===== src/rtl/arith_unit_if.sv =====
// Operand/result bundle for the accumulator add/subtract unit.
// The master drives operands; the slave returns registered result and flags.
interface arith_unit_if #(
    parameter int NB_DATA = 16
);
    logic               valid;
    logic [NB_DATA-1:0] acc;
    logic [NB_DATA-1:0] data;
    logic               op;
    logic               res_valid;
    logic [NB_DATA-1:0] res;
    logic               carry;
    logic               ovf;
    logic               zero;
    logic               neg;

    modport master (
        output valid, acc, data, op,
        input  res_valid, res, carry, ovf, zero, neg
    );

    modport slave (
        input  valid, acc, data, op,
        output res_valid, res, carry, ovf, zero, neg
    );
endinterface


===== src/rtl/arith_unit.sv =====
// Two's-complement add/subtract on one NB_DATA+1 adder.
// Result and status flags are registered with one cycle of latency.
module arith_unit #(
    parameter int NB_DATA = 16
) (
    input  logic         i_clk,
    input  logic         i_rst_n,
    arith_unit_if.slave  bus
);
    localparam int MSB = NB_DATA - 1;

    logic [NB_DATA-1:0] b_opnd;
    logic [NB_DATA:0]   sum;
    logic [NB_DATA-1:0] res_next;
    logic               carry_next;
    logic               ovf_next;

    // Subtract reuses the adder as acc + ~data + 1.
    always_comb begin
        b_opnd     = bus.op ? ~bus.data : bus.data;
        sum        = {1'b0, bus.acc} + {1'b0, b_opnd}
                   + {{NB_DATA{1'b0}}, bus.op};
        res_next   = sum[MSB:0];
        carry_next = bus.op ? ~sum[NB_DATA] : sum[NB_DATA];
        ovf_next   = (bus.acc[MSB] == b_opnd[MSB])
                   && (res_next[MSB] != bus.acc[MSB]);
    end

    always_ff @(posedge i_clk or negedge i_rst_n) begin
        if (!i_rst_n) begin
            bus.res_valid <= 1'b0;
            bus.res       <= '0;
            bus.carry     <= 1'b0;
            bus.ovf       <= 1'b0;
            bus.zero      <= 1'b0;
            bus.neg       <= 1'b0;
        end else begin
            bus.res_valid <= bus.valid;
            if (bus.valid) begin
                bus.res   <= res_next;
                bus.carry <= carry_next;
                bus.ovf   <= ovf_next;
                bus.zero  <= (res_next == '0);
                bus.neg   <= res_next[MSB];
            end
        end
    end
endmodule


===== src/flat_wrapper.sv =====
// flat-port wrapper written by rule: the top's interface ports become plain ports
module arith_unit_flat 
#(
    parameter int NB_DATA = 16
)
  (i_clk, i_rst_n, bus_valid, bus_acc, bus_data, bus_op, bus_res_valid, bus_res, bus_carry, bus_ovf, bus_zero, bus_neg);
  arith_unit_if #(.NB_DATA(NB_DATA)) bus_i ();
  input  logic i_clk;
  input  logic i_rst_n;
  input wire logic [$bits(bus_i.valid)-1:0] bus_valid;
  input wire logic [$bits(bus_i.acc)-1:0] bus_acc;
  input wire logic [$bits(bus_i.data)-1:0] bus_data;
  input wire logic [$bits(bus_i.op)-1:0] bus_op;
  output wire logic [$bits(bus_i.res_valid)-1:0] bus_res_valid;
  output wire logic [$bits(bus_i.res)-1:0] bus_res;
  output wire logic [$bits(bus_i.carry)-1:0] bus_carry;
  output wire logic [$bits(bus_i.ovf)-1:0] bus_ovf;
  output wire logic [$bits(bus_i.zero)-1:0] bus_zero;
  output wire logic [$bits(bus_i.neg)-1:0] bus_neg;
  assign bus_i.valid = bus_valid;
  assign bus_i.acc = bus_acc;
  assign bus_i.data = bus_data;
  assign bus_i.op = bus_op;
  assign bus_res_valid = bus_i.res_valid;
  assign bus_res = bus_i.res;
  assign bus_carry = bus_i.carry;
  assign bus_ovf = bus_i.ovf;
  assign bus_zero = bus_i.zero;
  assign bus_neg = bus_i.neg;
  arith_unit #(.NB_DATA(NB_DATA)) u_core (.i_clk(i_clk), .i_rst_n(i_rst_n), .bus(bus_i));
endmodule

===== config.mk =====
export PLATFORM = sky130hd
export DESIGN_NAME = arith_unit_flat
export DESIGN_NICKNAME = d
export VERILOG_FILES = /design/src/rtl/arith_unit_if.sv /design/src/rtl/arith_unit.sv /design/src/flat_wrapper.sv
export SDC_FILE = /design/constraint.sdc
export NUM_CORES = 1
export LEC_CHECK = 0
export BUFFER_PORTS_ARGS = -buffer_cell sky130_fd_sc_hd__buf_2
export CORE_MARGIN = 1
export CORE_UTILIZATION = 52
export DETAILED_ROUTE_END_ITERATION = 8
export PLACE_DENSITY = 0.8
export SETUP_SLACK_MARGIN = 0.5
export SLEW_MARGIN = 20
export SYNTH_ARGS = -nofsm -noshare
export SYNTH_HDL_FRONTEND = slang
export SYNTH_SLANG_ARGS = --single-unit

===== constraint.sdc =====
create_clock -name i_clk -period 1.02 [get_ports i_clk]
set_clock_uncertainty 0.1 [all_clocks]
set_input_delay 0 -clock i_clk [delete_from_list [all_inputs] [get_ports i_clk]]
set_output_delay 0 -clock i_clk [all_outputs]
set_load 0.02 [all_outputs]

==> results.json, run 1 <==
{
  "status": "did not finish",
  "stop_stage": "global routing",
  "error": "[ERROR GRT-0232] Routing congestion too high. Check the congestion heatmap in the GUI.",
  "boundaryPins": 57,
  "ys_types": 50,
  "grt.overflow.total": 299,
  "ctsLongestPathBuffers": 2,
  "clock_sinks": 20,
  "worstEpCategory": "register data pin",
  "syn_nets": 261,
  "ctsRootBufferMaster": "clkbuf_4",
  "ys.flop_type": "dfrtp_1",
  "synthMuxAreaShare_pct": 8.42,
  "initial_core_util_pct": 55.2,
  "gp_congestion": 0.855,
  "htreeDepth": 1,
  "syn_avg_cell_area_um2": 9.04,
  "grt_max_degree": 21,
  "synthArstFlopShare_pct": 100,
  "synth_area_mm2": 0.00187,
  "synth_top_family_by_area": "compound AO/OA/AOI/OAI gates",
  "synth_compound_area_share_pct": 21.5,
  "synth-edff-count": 0,
  "ys_seq_area_share_pct": 26.7,
  "yosysWarnings": 0,
  "fp.dieW_um": 62.0,
  "die_h_um": 62.0,
  "synth-xor-area-share_pct": 10.3,
  "hpwl_um": 4160,
  "track_usage_pct": 96.5,
  "cts_made_buffers": 3,
  "yosys.area_share.adder_pct": 12.4,
  "postGrtWorstEndpoint": "u_core.bus.zero$_DFFE_PN0P_/D",
  "ys_seq_elements": 20,
  "num_rows": 21,
  "yosys.area_share.simple_pct": 15.6,
  "io_buffer_count": 56,
  "syn_inst": 207
}
==> synthesized netlist by cell type (3+ instances only) <==
library cell,count,area [µm²]
nand3_1,8,40.0
o21ai_0,7,35.0
a21o_1,4,30.0
inv_1,8,30.0
o211ai_1,3,22.5
a21oi_1,14,70.1
clkbuf_1,3,11.3
xor2_1,16,140
o2111ai_1,4,35.0
mux2_2,11,124
nor3_1,6,30.0
o21bai_1,3,22.5
xnor2_1,6,52.6
ha_1,17,213
nand2_1,13,48.8
buf_4,4,30.0
dfrtp_1,20,500
o21ai_1,3,15.0
nor2_1,13,48.8
or2_2,3,18.8
==> cells by family after synthesis <==
family / Yosys count
buf+inv: 18
xor+xnor: 22
fa+ha+maj: 18
simple gates: 58
flops: 20
mux: 14
compound gates: 57
==> routing by layer <==
layer,global-route usage (%),GRT overflow
met5,30.0,0
met4,126,115
met3,66.0,1
met2,125,182
met1,84.7,1
==> timing repair <==
action                     4_1_cts
setup endpoints to repair       40
buffers inserted                10
pin swaps                       21
resized for setup               86
gates cloned                     0
hold endpoints to repair        21
==> metrics by stage <==
step                setup TNS (ns)  instances  setup slack, ns  utilization (%)  area [µm²]
CTS                         -13.02        373            -1.19             92.3        3130
floorplan                   -15.75        207            -1.38                -        1990
detailed placement          -21.19        359            -1.67             79.1        2680
global placement            -19.98        359            -1.55             79.1        2680
==> inputs of run 2 (changes only) <==
CORE_UTILIZATION = 40   (was 52)
PLACE_DENSITY = unset   (was 0.8)
PLACE_DENSITY_LB_ADDON = 0.15   (was unset)
SETUP_SLACK_MARGIN = unset   (was 0.5)
==> results.json, run 2 <==
{
  "syn_inst": 207,
  "drive_gt1_share_pct": 63.6,
  "drv_slew": 0,
  "synth_top_area_cell": "dfrtp_1",
  "hold_ws_ns": 0.0293,
  "rsz0062_at_grt": "yes",
  "syn_avg_cell_area_um2": 9.04,
  "p_clk_share_pct": 15.6,
  "hold_viol_final": 0,
  "nets": 390,
  "hp-start": "bus_valid",
  "finalPower_mw": 5.03,
  "vias": 2097,
  "yosysWarnings": 0,
  "boundaryPins": 57,
  "largest_register_ffs": 15,
  "min_to": "u_core.bus.res_valid",
  "grt_max_degree": 21,
  "combPwrFrac_pct": 62.3,
  "yosysMostFrequentCell": "dfrtp_1",
  "internal_power_mw": 3.10,
  "clkTransAtPathRegs_ns": 0.07,
  "violations": "setup timing",
  "layout_commonest_cell": "buf_4",
  "fmax_ghz": 0.439,
  "synthArstFlopShare_pct": 100,
  "synth_common_cells": "dfrtp_1, ha_1, xor2_1, a21oi_1",
  "p_leak_nw": 1.57,
  "slew_headroom_pct": 70.3,
  "ctsRootBufferMaster": "clkbuf_8",
  "gp_congestion": 0.803,
  "dieArea_mm2": 0.00496,
  "drt_first_iter_violations": 110,
  "ys_seq_elements": 20,
  "wl_um": 6080,
  "drcViolationCount": 0,
  "htreeDepth": 1,
  "crit_fanout": 4,
  "die_h_um": 70.4,
  "viasPerCell": 5.42,
  "final_cell_mix": "buf_4, buf_2, dfrtp_1, buf_6, nand2_1",
  "required_ns": 1.09,
  "rr_startpoint": "u_core.bus.neg",
  "p_switching_mw": 1.93,
  "initial_core_util_pct": 42.4,
  "ctsLongestPathBuffers": 2,
  "met3WireLength_um": 170,
  "ys.flop_type": "dfrtp_1",
  "endpoint_kind": "register",
  "synthTopCellsByArea": "dfrtp_1, ha_1, xor2_1, mux2_2, a21oi_1",
  "clock_sinks": 20,
  "drv_cap": 0,
  "fp.dieW_um": 70.4,
  "worst_slack_ns": -1.26,
  "power_frac_seq_pct": 22.1,
  "min_path_type": "primary input to register",
  "tritoncts": "yes",
  "grt_pass1_vias": 2106,
  "wl_met2_um": 3340,
  "track_usage_pct": 23.0,
  "synth_area_mm2": 0.00187,
  "clock_latency_ns": 0.26,
  "cp_data_arrival_time_ns": 2.35,
  "cts_made_buffers": 3,
  "worstMarginPinSlew_ns": 0.446,
  "status": "finished with violations",
  "r2r_end": "u_core.bus.neg",
  "area.growth.synth_to_final_pct": 83.6,
  "antenna_found_initial": 0,
  "ys_types": 50,
  "finalCritPeriodShare_pct": 223,
  "p_sw_share_pct": 38.3,
  "synth_top_area_share_pct": 26.7,
  "grt.overflow.total": 0,
  "core_area_mm2": 0.00441,
  "io_buffer_count": 56,
  "antennaDiodeCount": 0,
  "synth-edff-count": 0,
  "powerDensity_mw_per_mm2": 1460,
  "grt_pass1_wl_um": 9230,
  "num_rows": 24,
  "largest-register": "u_core.bus.res",
  "syn_nets": 261,
  "setup_viol_count_final": 18,
  "whs_path_depth": 2,
  "top_layer": "met4",
  "ir_drop_mv": 0.969,
  "ant_nets": 0,
  "wirelength_met1_um": 2510,
  "ys_seq_area_share_pct": 26.7,
  "wl_per_cell_um": 15.7,
  "r2r_slack_ns": 0.13,
  "finalSetupTns_ns": -14.26,
  "final.min_clock_period_ns": 2.28,
  "path_class": "primary input to register",
  "first_pass_iters": 4,
  "hpwl_um": 3920,
  "start_kind": "primary input",
  "rr_worst_depth": 1
}
==> run 2: cell counts after synthesis <==
Identical to the previous run, type by type.
==> run 2: layout make-up <==
cell class	count	area, µm²
fill	283	977
multi-input combinational	169	1810
sequential	20	500
tap	52	65.1
clock inverter	1	30.0
timing repair buffer	133	961
clock buffer	3	41.3
inverter	9	33.8
==> run 2: power groups by stage <==
stage | Combinational, mW | Clock (mW) | Sequential (mW)
2_1_floorplan | 1.16 | 0 | 1.36
3_3_place_gp | 2.36 | 0 | 1.11
3_5_place_dp | 2.39 | 0 | 1.11
4_1_cts | 2.70 | 0.800 | 1.10
5_1_grt | 3.35 | 0.844 | 1.13
6_report | 3.13 | 0.786 | 1.11
==> run 2: critical path, stage by stage <==
cell and delay (ns):
buf_8 0.08, mux2i_4 0.22, inv_2 0.06, fa_2 0.37, buf_6 0.14, a211oi_4 0.24
o211ai_1 0.19, nand3b_1 0.25, a21oi_2 0.10, o211ai_1 0.28, o2111ai_1 0.18, o32ai_2 0.21
==> run 2: stage by stage <==
stage	cell area (µm²)	worst slack, ns	std cells	utilization [%]
4_1_cts	3060	-1.19	382	69.3
6_report	3440	-1.26	387	77.9
3_3_place_gp	2680	-1.53	366	60.6
2_1_floorplan	1970	-1.38	207	-
5_1_grt	3440	-1.40	387	77.9
3_5_place_dp	2680	-1.59	366	60.6
==> run 2: cell families (layout without fill, tap and decap cells) <==
logic type / count (synthesis) / after routing / synth area share, %
buffers and inverters: 18 / 146 / 4.95
multiplexers: 14 / 14 / 8.42
AND/OR/NAND/NOR: 58 / 58 / 15.6
flip-flops: 20 / 20 / 26.7
adder cells (fa/ha/maj): 18 / 18 / 12.4
XOR/XNOR: 22 / 22 / 10.3
AO/OA/AOI/OAI: 57 / 57 / 21.5
==> run 2: worst max path at each step <==
| stage | cells after the start | end | startpoint | slack [ns] |
|---|---|---|---|---|
| floorplan | 11 | u_core.bus.zero | bus_op | -1.38 |
| global route | 12 | u_core.bus.zero | bus_data[0] | -1.40 |
| detailed placement | 11 | u_core.bus.zero | bus_op | -1.59 |
| global placement | 10 | u_core.bus.zero | bus_op | -1.53 |
| finish | 12 | u_core.bus.zero | bus_data[0] | -1.26 |
| CTS | 11 | u_core.bus.zero | bus_data[0] | -1.19 |
==> run 2: per-layer routing <==
layer | vias up | global-route usage, %
met2 | 49 | 43.3
met1 | 1031 | 27.5
met3 | 8 | 3.03
met5 | - | 0
met4 | 0 | 4.89
li1 | 1009 | -
==> run 2: timing repair <==
item,in CTS,in global routing
resized for setup,52,57
hold endpoints to repair,20,0
pin swaps,26,23
buffers inserted,15,8
endpoints found under the setup margin,18,18
hold buffers,1,0
No activity file was read; power rests on OpenSTA's default activity.
